`config.mk`:
```
export PLATFORM = sky130hd
export DESIGN_NAME = uart_rx
export DESIGN_NICKNAME = d
export VERILOG_FILES = /design/src/rtl/uart_rx.sv
export SDC_FILE = /design/constraint.sdc
export NUM_CORES = 1
export LEC_CHECK = 0
export CAP_MARGIN = 30
export CORE_MARGIN = 2
export CORE_UTILIZATION = 55
export DETAILED_ROUTE_END_ITERATION = 7
export GPL_ROUTABILITY_DRIVEN = 0
export PLACE_DENSITY = 0.92
export SLEW_MARGIN = 10
export SYNTH_ARGS = -nofsm -noshare
export SYNTH_HDL_FRONTEND = slang
export SYNTH_SLANG_ARGS = --single-unit
export TNS_END_PERCENT = 30
```
`constraint.sdc`:
```
create_clock -name clk -period 10.7 [get_ports clk]
set_input_delay 1.07 -clock clk [delete_from_list [all_inputs] [get_ports clk]]
set_output_delay 1.07 -clock clk [all_outputs]
set_load 0.005 [all_outputs]
```
`src/rtl/uart_rx.sv`:
```
// uart_rx: oversampling 8N1 receiver with a small byte FIFO, exposed as a
// memory-mapped slave (RXDATA / STATUS / CTRL) and a level interrupt.
module uart_rx #(
    parameter int          CLK_FREQ   = 50_000_000,
    parameter int          BAUD_RATE  = 115200,
    parameter int          FIFO_DEPTH = 8,
    parameter logic [31:0] BASE_ADDR  = 32'h2000_0200
) (
    input  logic        clk,
    input  logic        rst,
    input  logic [31:0] addr,
    input  logic [31:0] write_data,
    input  logic        write_enable,
    input  logic        read_enable,
    output logic [31:0] read_data,
    output logic        rx_valid,
    output logic        rx_interrupt,
    input  logic        rx
);
    localparam int CPB   = CLK_FREQ / BAUD_RATE;
    localparam int CNT_W = $clog2(CPB);
    localparam int PTR_W = $clog2(FIFO_DEPTH);
    localparam logic [CNT_W-1:0] CNT_FULL = CNT_W'(CPB - 1);
    localparam logic [CNT_W-1:0] CNT_HALF = CNT_W'(CPB / 2 - 1);
    localparam logic [4:0]       DEPTH_C  = 5'(FIFO_DEPTH);

    localparam logic [1:0] S_IDLE  = 2'd0;
    localparam logic [1:0] S_START = 2'd1;
    localparam logic [1:0] S_DATA  = 2'd2;
    localparam logic [1:0] S_STOP  = 2'd3;

    logic             rx_q1, rx_s;
    logic [1:0]       state;
    logic [CNT_W-1:0] cnt;
    logic [2:0]       idx;
    logic [7:0]       shreg;

    logic [7:0]       mem [FIFO_DEPTH];
    logic [PTR_W-1:0] wr_ptr, rd_ptr;
    logic [4:0]       count, count_n;
    logic             overrun, frame_err, irq_en;
    logic             overrun_n, frame_err_n, irq_en_n;

    logic       stop_tick, push_req, ferr_set, hit, not_empty, full;
    logic       wr_ctrl, pop, flush, do_push, do_pop, ovr_set;
    logic [3:0] off;
    logic       unused_bits;

    assign unused_bits = &{1'b0, write_data[31:4]};

    // Two-flop synchroniser; idles high so reset never looks like a start bit
    always_ff @(posedge clk) begin
        if (rst) begin
            rx_q1 <= 1'b1;
            rx_s  <= 1'b1;
        end else begin
            rx_q1 <= rx;
            rx_s  <= rx_q1;
        end
    end

    // Frame FSM: confirm start at mid-bit, then sample every full bit period
    always_ff @(posedge clk) begin
        if (rst) begin
            state <= S_IDLE;
            cnt   <= '0;
            idx   <= '0;
            shreg <= '0;
        end else begin
            case (state)
                S_IDLE: begin
                    cnt <= '0;
                    if (!rx_s) state <= S_START;
                end
                S_START: begin
                    if (cnt == CNT_HALF) begin
                        cnt   <= '0;
                        idx   <= '0;
                        state <= rx_s ? S_IDLE : S_DATA;
                    end else begin
                        cnt <= cnt + 1'b1;
                    end
                end
                S_DATA: begin
                    if (cnt == CNT_FULL) begin
                        shreg[idx] <= rx_s;
                        cnt        <= '0;
                        if (idx == 3'd7) state <= S_STOP;
                        else             idx   <= idx + 3'd1;
                    end else begin
                        cnt <= cnt + 1'b1;
                    end
                end
                default: begin
                    // Leave at mid-stop so an immediately following start edge is seen
                    if (cnt == CNT_FULL) begin
                        cnt   <= '0;
                        state <= S_IDLE;
                    end else begin
                        cnt <= cnt + 1'b1;
                    end
                end
            endcase
        end
    end

    // Bus decode, FIFO control and next-state of flags/count
    always_comb begin
        stop_tick = (state == S_STOP) && (cnt == CNT_FULL);
        push_req  = stop_tick && rx_s;
        ferr_set  = stop_tick && !rx_s;
        off       = addr[3:0];
        hit       = (addr[31:4] == BASE_ADDR[31:4]);
        rx_valid  = read_enable && hit;
        not_empty = (count != 5'd0);
        full      = (count == DEPTH_C);
        wr_ctrl   = write_enable && hit && (off == 4'h8);
        pop       = rx_valid && (off == 4'h0) && not_empty;
        flush     = wr_ctrl && write_data[3];
        do_push   = push_req && (!full || pop) && !flush;
        do_pop    = pop && !flush;
        ovr_set   = push_req && full && !pop;
        count_n   = flush ? 5'd0 : count + {4'd0, do_push} - {4'd0, do_pop};
        irq_en_n    = wr_ctrl ? write_data[2] : irq_en;
        overrun_n   = ovr_set  | (overrun   & ~(wr_ctrl & write_data[0]));
        frame_err_n = ferr_set | (frame_err & ~(wr_ctrl & write_data[1]));
    end

    // Register read mux; zero unless this is a load that hits the block
    always_comb begin
        read_data = 32'd0;
        if (rx_valid) begin
            case (off)
                4'h0:    read_data = {24'd0, not_empty ? mem[rd_ptr] : 8'h00};
                4'h4:    read_data = {23'd0, count, frame_err, overrun, full, not_empty};
                4'h8:    read_data = {29'd0, irq_en, frame_err, overrun};
                default: read_data = 32'd0;
            endcase
        end
    end

    // FIFO storage needs no reset; pointers and count define validity
    always_ff @(posedge clk) begin
        if (do_push) mem[wr_ptr] <= shreg;
    end

    // FIFO pointers, sticky flags and registered interrupt
    always_ff @(posedge clk) begin
        if (rst) begin
            wr_ptr       <= '0;
            rd_ptr       <= '0;
            count        <= 5'd0;
            overrun      <= 1'b0;
            frame_err    <= 1'b0;
            irq_en       <= 1'b0;
            rx_interrupt <= 1'b0;
        end else begin
            if (flush) begin
                wr_ptr <= '0;
                rd_ptr <= '0;
            end else begin
                if (do_push) wr_ptr <= wr_ptr + 1'b1;
                if (do_pop)  rd_ptr <= rd_ptr + 1'b1;
            end
            count        <= count_n;
            overrun      <= overrun_n;
            frame_err    <= frame_err_n;
            irq_en       <= irq_en_n;
            rx_interrupt <= irq_en_n && (count_n != 5'd0);
        end
    end
endmodule

```
# Word-level counts from Yosys, hierarchy flattened
# Memories as Yosys holds them, arrays and structs flattened. A register that Yosys moved wholly into a read port is not among the register bits.
# Index checks and enable logic that the tools add are counted.
[word_totals]
regBits = 39
latch_bits = 0
ramBits = 64
mem_bits_ro = 0
inputBits = 69
output_inout_bits = 34
elab_cells = 102
n_memories = 1
[classes]
add_sub_neg = 6
multipliers = 0
div = 0
n_lt_le_gt_ge = 2
eq_ne = 15
shifts = 0
muxes = 26
bitwise_logic = 8
reduce_logical = 31
[memory_table]
columns = ["memory", "words", "width", "read_ports", "rd_clocked_by_memory_dff", "wr", "line_no", "source"]
rows = [
  ["mem", 8, 8, 1, 1, 1, "38", "logic [7:0] mem [FIFO_DEPTH];"],
]
[ops]
columns = ["op", "count"]
rows = [
  ["== test 28 x 26 -> 1 bit, second input constant", 1],
  ["two-way mux 9 bit", 3],
  ["one-hot mux 9 bit (3 select lines)", 1],
  ["one-hot mux 9 bit (2 select lines)", 1],
  ["logical AND 1 bit", 16],
  ["two-way mux 3 bit", 5],
  ["two-way mux 2 bit", 6],
  ["!= test 2 bit, second input constant", 5],
  ["nonzero test 5 bit", 2],
  ["adder 3 x 1 -> 3 bit, second input constant", 3],
  ["adder 9 x 1 -> 9 bit, second input constant", 1],
  ["== test 9 x 8 -> 1 bit, second input constant", 1],
  ["== test 9 bit, second input constant", 1],
  ["bitwise mux 8 bit", 1],
  ["two-way mux 8 bit", 1],
  ["one-hot mux 2 bit (3 select lines)", 1],
  ["one-hot mux 3 bit (2 select lines)", 1],
  ["adder 5 x 1 -> 5 bit", 1],
  ["== test 5 x 4 -> 1 bit, second input constant", 1],
  ["two-way mux 5 bit", 1],
  ["AND reduction 5 bit", 1],
  ["subtractor 5 x 1 -> 5 bit", 1],
  ["AND 1 bit", 4],
  ["== test 2 bit, second input constant", 2],
  ["19 further kinds", 27],
]

# Logic depth before layout (Yosys ltp)
[depth]
ltp_word = 12
depth_mapped = 18
depth_no_buf = 17

# Worst setup path after synthesis
# Ideal clock, no wire load.
[synth_timing]
path_kind = "in2reg"
startpoint = "input addr[1]"
endpoint = "register rx_interrupt"
arrival_time_ns = 4.383
required_ns = 10.609
slack_ns = 6.226
path_stages = 17
cell_sequence = "or3_1 a211o_1 buf_6 or4_4 buf_6 a211oi_4 inv_4 ha_1 inv_1 ha_1 inv_1 fa_1 inv_1 a21oi_1 o21bai_1 xnor2_1 a311oi_1"
[synth_via]
elab_chain_len = 11
[synth_rtl]
columns = ["item", "line_no", "source"]
rows = [
  ["start, declared", "11", "input logic [31:0] addr,"],
  ["logical NOT 4 bit", "118", "pop = rx_valid && (off == 4'h0) && not_empty;"],
  ["logical AND 1 bit (2 in series)", "118", ""],
  ["logical OR 1 bit", "120", "do_push = push_req && (!full || pop) && !flush;"],
  ["logical AND 1 bit (2 in series)", "120", ""],
  ["adder 5 x 1 -> 5 bit", "123", "count_n = flush ? 5'd0 : count + {4'd0, do_push} - {4'd0, do_pop};"],
  ["subtractor 5 x 1 -> 5 bit", "123", ""],
  ["two-way mux 5 bit", "123", ""],
  ["nonzero test 5 bit", "169", "rx_interrupt <= irq_en_n && (count_n != 5'd0);"],
  ["logical AND 1 bit *", "169", ""],
  ["end signal, assigned", "169", ""],
  ["end, declared", "17", "output logic rx_interrupt,"],
]
# Every way passes the cells marked *; elsewhere a longest branch is shown, timed or not.
# A chain may end at the register's enable or synchronous reset.

# Worst setup path after layout
# Same ends and word-level chain as after synthesis.

==> results.md <==
* Status: complete, no violations
* Core box area at 8721 um^2
* Row count at 34
* Antenna violations before repair at 0
* Net Switching at 0.1633 mW
* Cell variety after synth at 54
* Fin crit period at 4949 ps
* Die area at 9734 um^2
* Crit path max fanout at 9
* Setup TNS at 0 ps
* I/O pin count at 103
* Combinational power share at 6.2%
* Netlist Area Pre-Place at 4928 um^2
* CTS Sinks at 106
* Top FF cell, synth: edfxtp_1
* CTS resizes at 0
* Cell Int Power at 0.5399 mW
* Async S/R FF share, synth at 0%
* Nets at 541
* Post-synth EDFFs at 64
* DR vias/cell at 5.879
* Max Buffers Root-to-Sink at 2
* Worst-Margin Slew at 832.2 ps
* Final Hold Viols at 0
* Clock skew at 13.29 ps
* Critical path arrival at 5220 ps
* Total power at 0.7032 mW
* Critical path class: input port to flip-flop
* Initial Util at 56.51%
* GRT overflow at 0
* Diodes inserted at 0
* Switch share at 23.22%
* Vias at 3351
* Number of DRC markers in iteration 0 at 263
* Slew Viols, Final at 0
* Register area share after synthesis at 56.05%
* CTS buffer count at 9
* Power density over the cells at 124.4 nW/um^2
* Max Fclk at 202.1 MHz
* Worst skew pair latency at 360 ps
* Peak supply drop at 0.07536 mV
* Hold-fix buffers, CTS at 0
* Setup-failing EPs final at 0
* Number of routed nets with antenna violations at 0
* Clock root buffer: clkbuf_8
* Clk pin slew, worst setup/hold paths at 100 ps
* DIE HEIGHT at 98.66 um
* DIE WIDTH at 98.66 um
* Max Cap Viol at 0
* DRT Pass-1 Iters at 5
* Critical Path RT at 10970 ps
* Ratio of cells with drive above 1 in the final layout at 10.82%
* Final worst-path cycle share at 46.25%
* CTS tree: done
* Area grow syn2layout at 14.72%
* H-tree levels at 3
* Per-cell routed wire length at 17.66 um
* Flop pwr share at 62.0%
* Postcts setup bufs at 0
* Syn avg cell area at 12.14 um^2
* RSZ-0062 raised after global routing: false
* Final Non-Filler Cells at 570
* Gate Count Post-Synth at 406
* YS warnings at 0
* Hold Crit Class: flip-flop to flip-flop
* Leakage at 1.894 nW
* Total routed wirelength at 10070 um
* Largest net degree at the start of global routing at 23
* Vias in the first global route at 3287
* Critical path endpoint category: flip-flop
* PortBufs at 51
* DP Wirelength at 7200 um
* DRC viols at 0
* Global-route wire length before repair at 16350 um
* Cells after DPL at 554
* Gr usage total at 21.66%
* Clock Power Share at 31.8%
* Relative slew margins at 44.35%
* Register bit total from synthesis at 106
* Startpoint Class: input port
==> metrics by stage <==
stage	util [%]	hold slack, ps	area (um^2)	setup WS [ps]
floorplan	-	389.5	5011	6226
global placement	62.45	392.7	5446	5596
detailed placement	62.83	399.1	5479	5440
CTS	64.84	420.2	5654	5804
global route	64.84	436.2	5654	5545
finish	64.84	417.6	5654	5751
==> cells in the mapped netlist (all sizes together) (7+ instances only) <==
master  instances  area [um^2]
a21oi          17        85.08
buf            27        202.7
clkbuf         14        52.55
dfxtp          42        840.8
edfxtp         64         1922
ha             14        175.2
inv            20        77.58
mux2i          18        180.2
mux4           16        360.4
nand2          19        71.32
nand3           9        45.04
nand4           7        43.79
nor2           46        172.7
nor3            9        45.04
nor4           11        68.82
xnor2           7        61.31
==> worst max-delay path: stages <==
cell and delay, ps:
clkdlybuf4s50_1 440, or3_1 400, a211o_1 420, or4_4 620
a211oi_4 460, inv_4 100, ha_1 310, inv_1 60
ha_1 170, inv_1 60, fa_1 400, inv_1 70
a21oi_1 60, o21bai_1 190, xnor2_1 120, a311oi_1 280
==> metal layers <==
layer  part of all wire [%]  global-route usage, %
met5                      0                      0
met4                    2.7                  8.008
met3                    6.1                  3.262
met2                     52                  38.57
met1                     40                  26.84
==> layout make-up <==
cell class | count | area (um^2)
clock buffer | 9 | 123.9
multi-input combinational | 261 | 1916
clock inverter | 7 | 51.30
sequential | 106 | 2763
tap | 108 | 135.1
timing repair buffer | 59 | 588.1
inverter | 20 | 77.57
fill | 606 | 3067
==> kinds of logic after synthesis <==
logic type               share of synthesized area [%]
flip-flops                                       56.05
adder cells (fa/ha/maj)                          3.960
AO/OA/AOI/OAI                                    4.850
other                                          0.07609
XOR/XNOR                                         2.310
multiplexers                                     11.20
AND/OR/NAND/NOR                                  14.80
buffers and inverters                            6.753
==> power by group through the flow <==
| stage | Sequential, mW | Clock [mW] | Combinational [mW] |
|---|---|---|---|
| 5_1_grt | 0.437 | 0.246 | 0.0486 |
| 2_1_floorplan | 0.441 | 0 | 0.0323 |
| 3_3_place_gp | 0.445 | 0 | 0.0404 |
| 6_report | 0.436 | 0.223 | 0.0438 |
| 3_5_place_dp | 0.445 | 0 | 0.0421 |
| 4_1_cts | 0.436 | 0.226 | 0.0431 |
==> state kept, by name (all words and copies together) (netlist names), named ones only <==
name	cells
cnt	9
count	5
frame_err	1
idx	3
irq_en	1
mem	64
overrun	1
rd_ptr	3
rx_interrupt	1
rx_q1	1
rx_s	1
shreg	8
state	2
wr_ptr	3
==> worst paths after layout <==
check / slack, ps / from / to / cells past startpoint
worst max-delay path: 5750 / addr[1] / rx_interrupt / 16
worst min register to register: 420 / rx_q1 / rx_s / 1
worst max register to register: 6620 / count[3] / rx_interrupt / 16
worst min-delay path: 420 / rx_q1 / rx_s / 1
==> cells in the final DEF, fill, tap and decap left out, drive strengths merged, types with 4 or more instances in the layout <==
cell type and count:
edfxtp 64, inv 23, xor2 6, a21oi 17, nand3 9, clkbuf 9, nor2 46, and2 4
o21ai 6, dfxtp 42, nor3 9, nor4 11, nand4 7, nand2 19, or3 4, xnor2 7
ha 14, and4 4, clkdlybuf4s50 51, conb 23, mux4 16, buf 8, mux2i 18
Power figures use the tool's default switching activity.
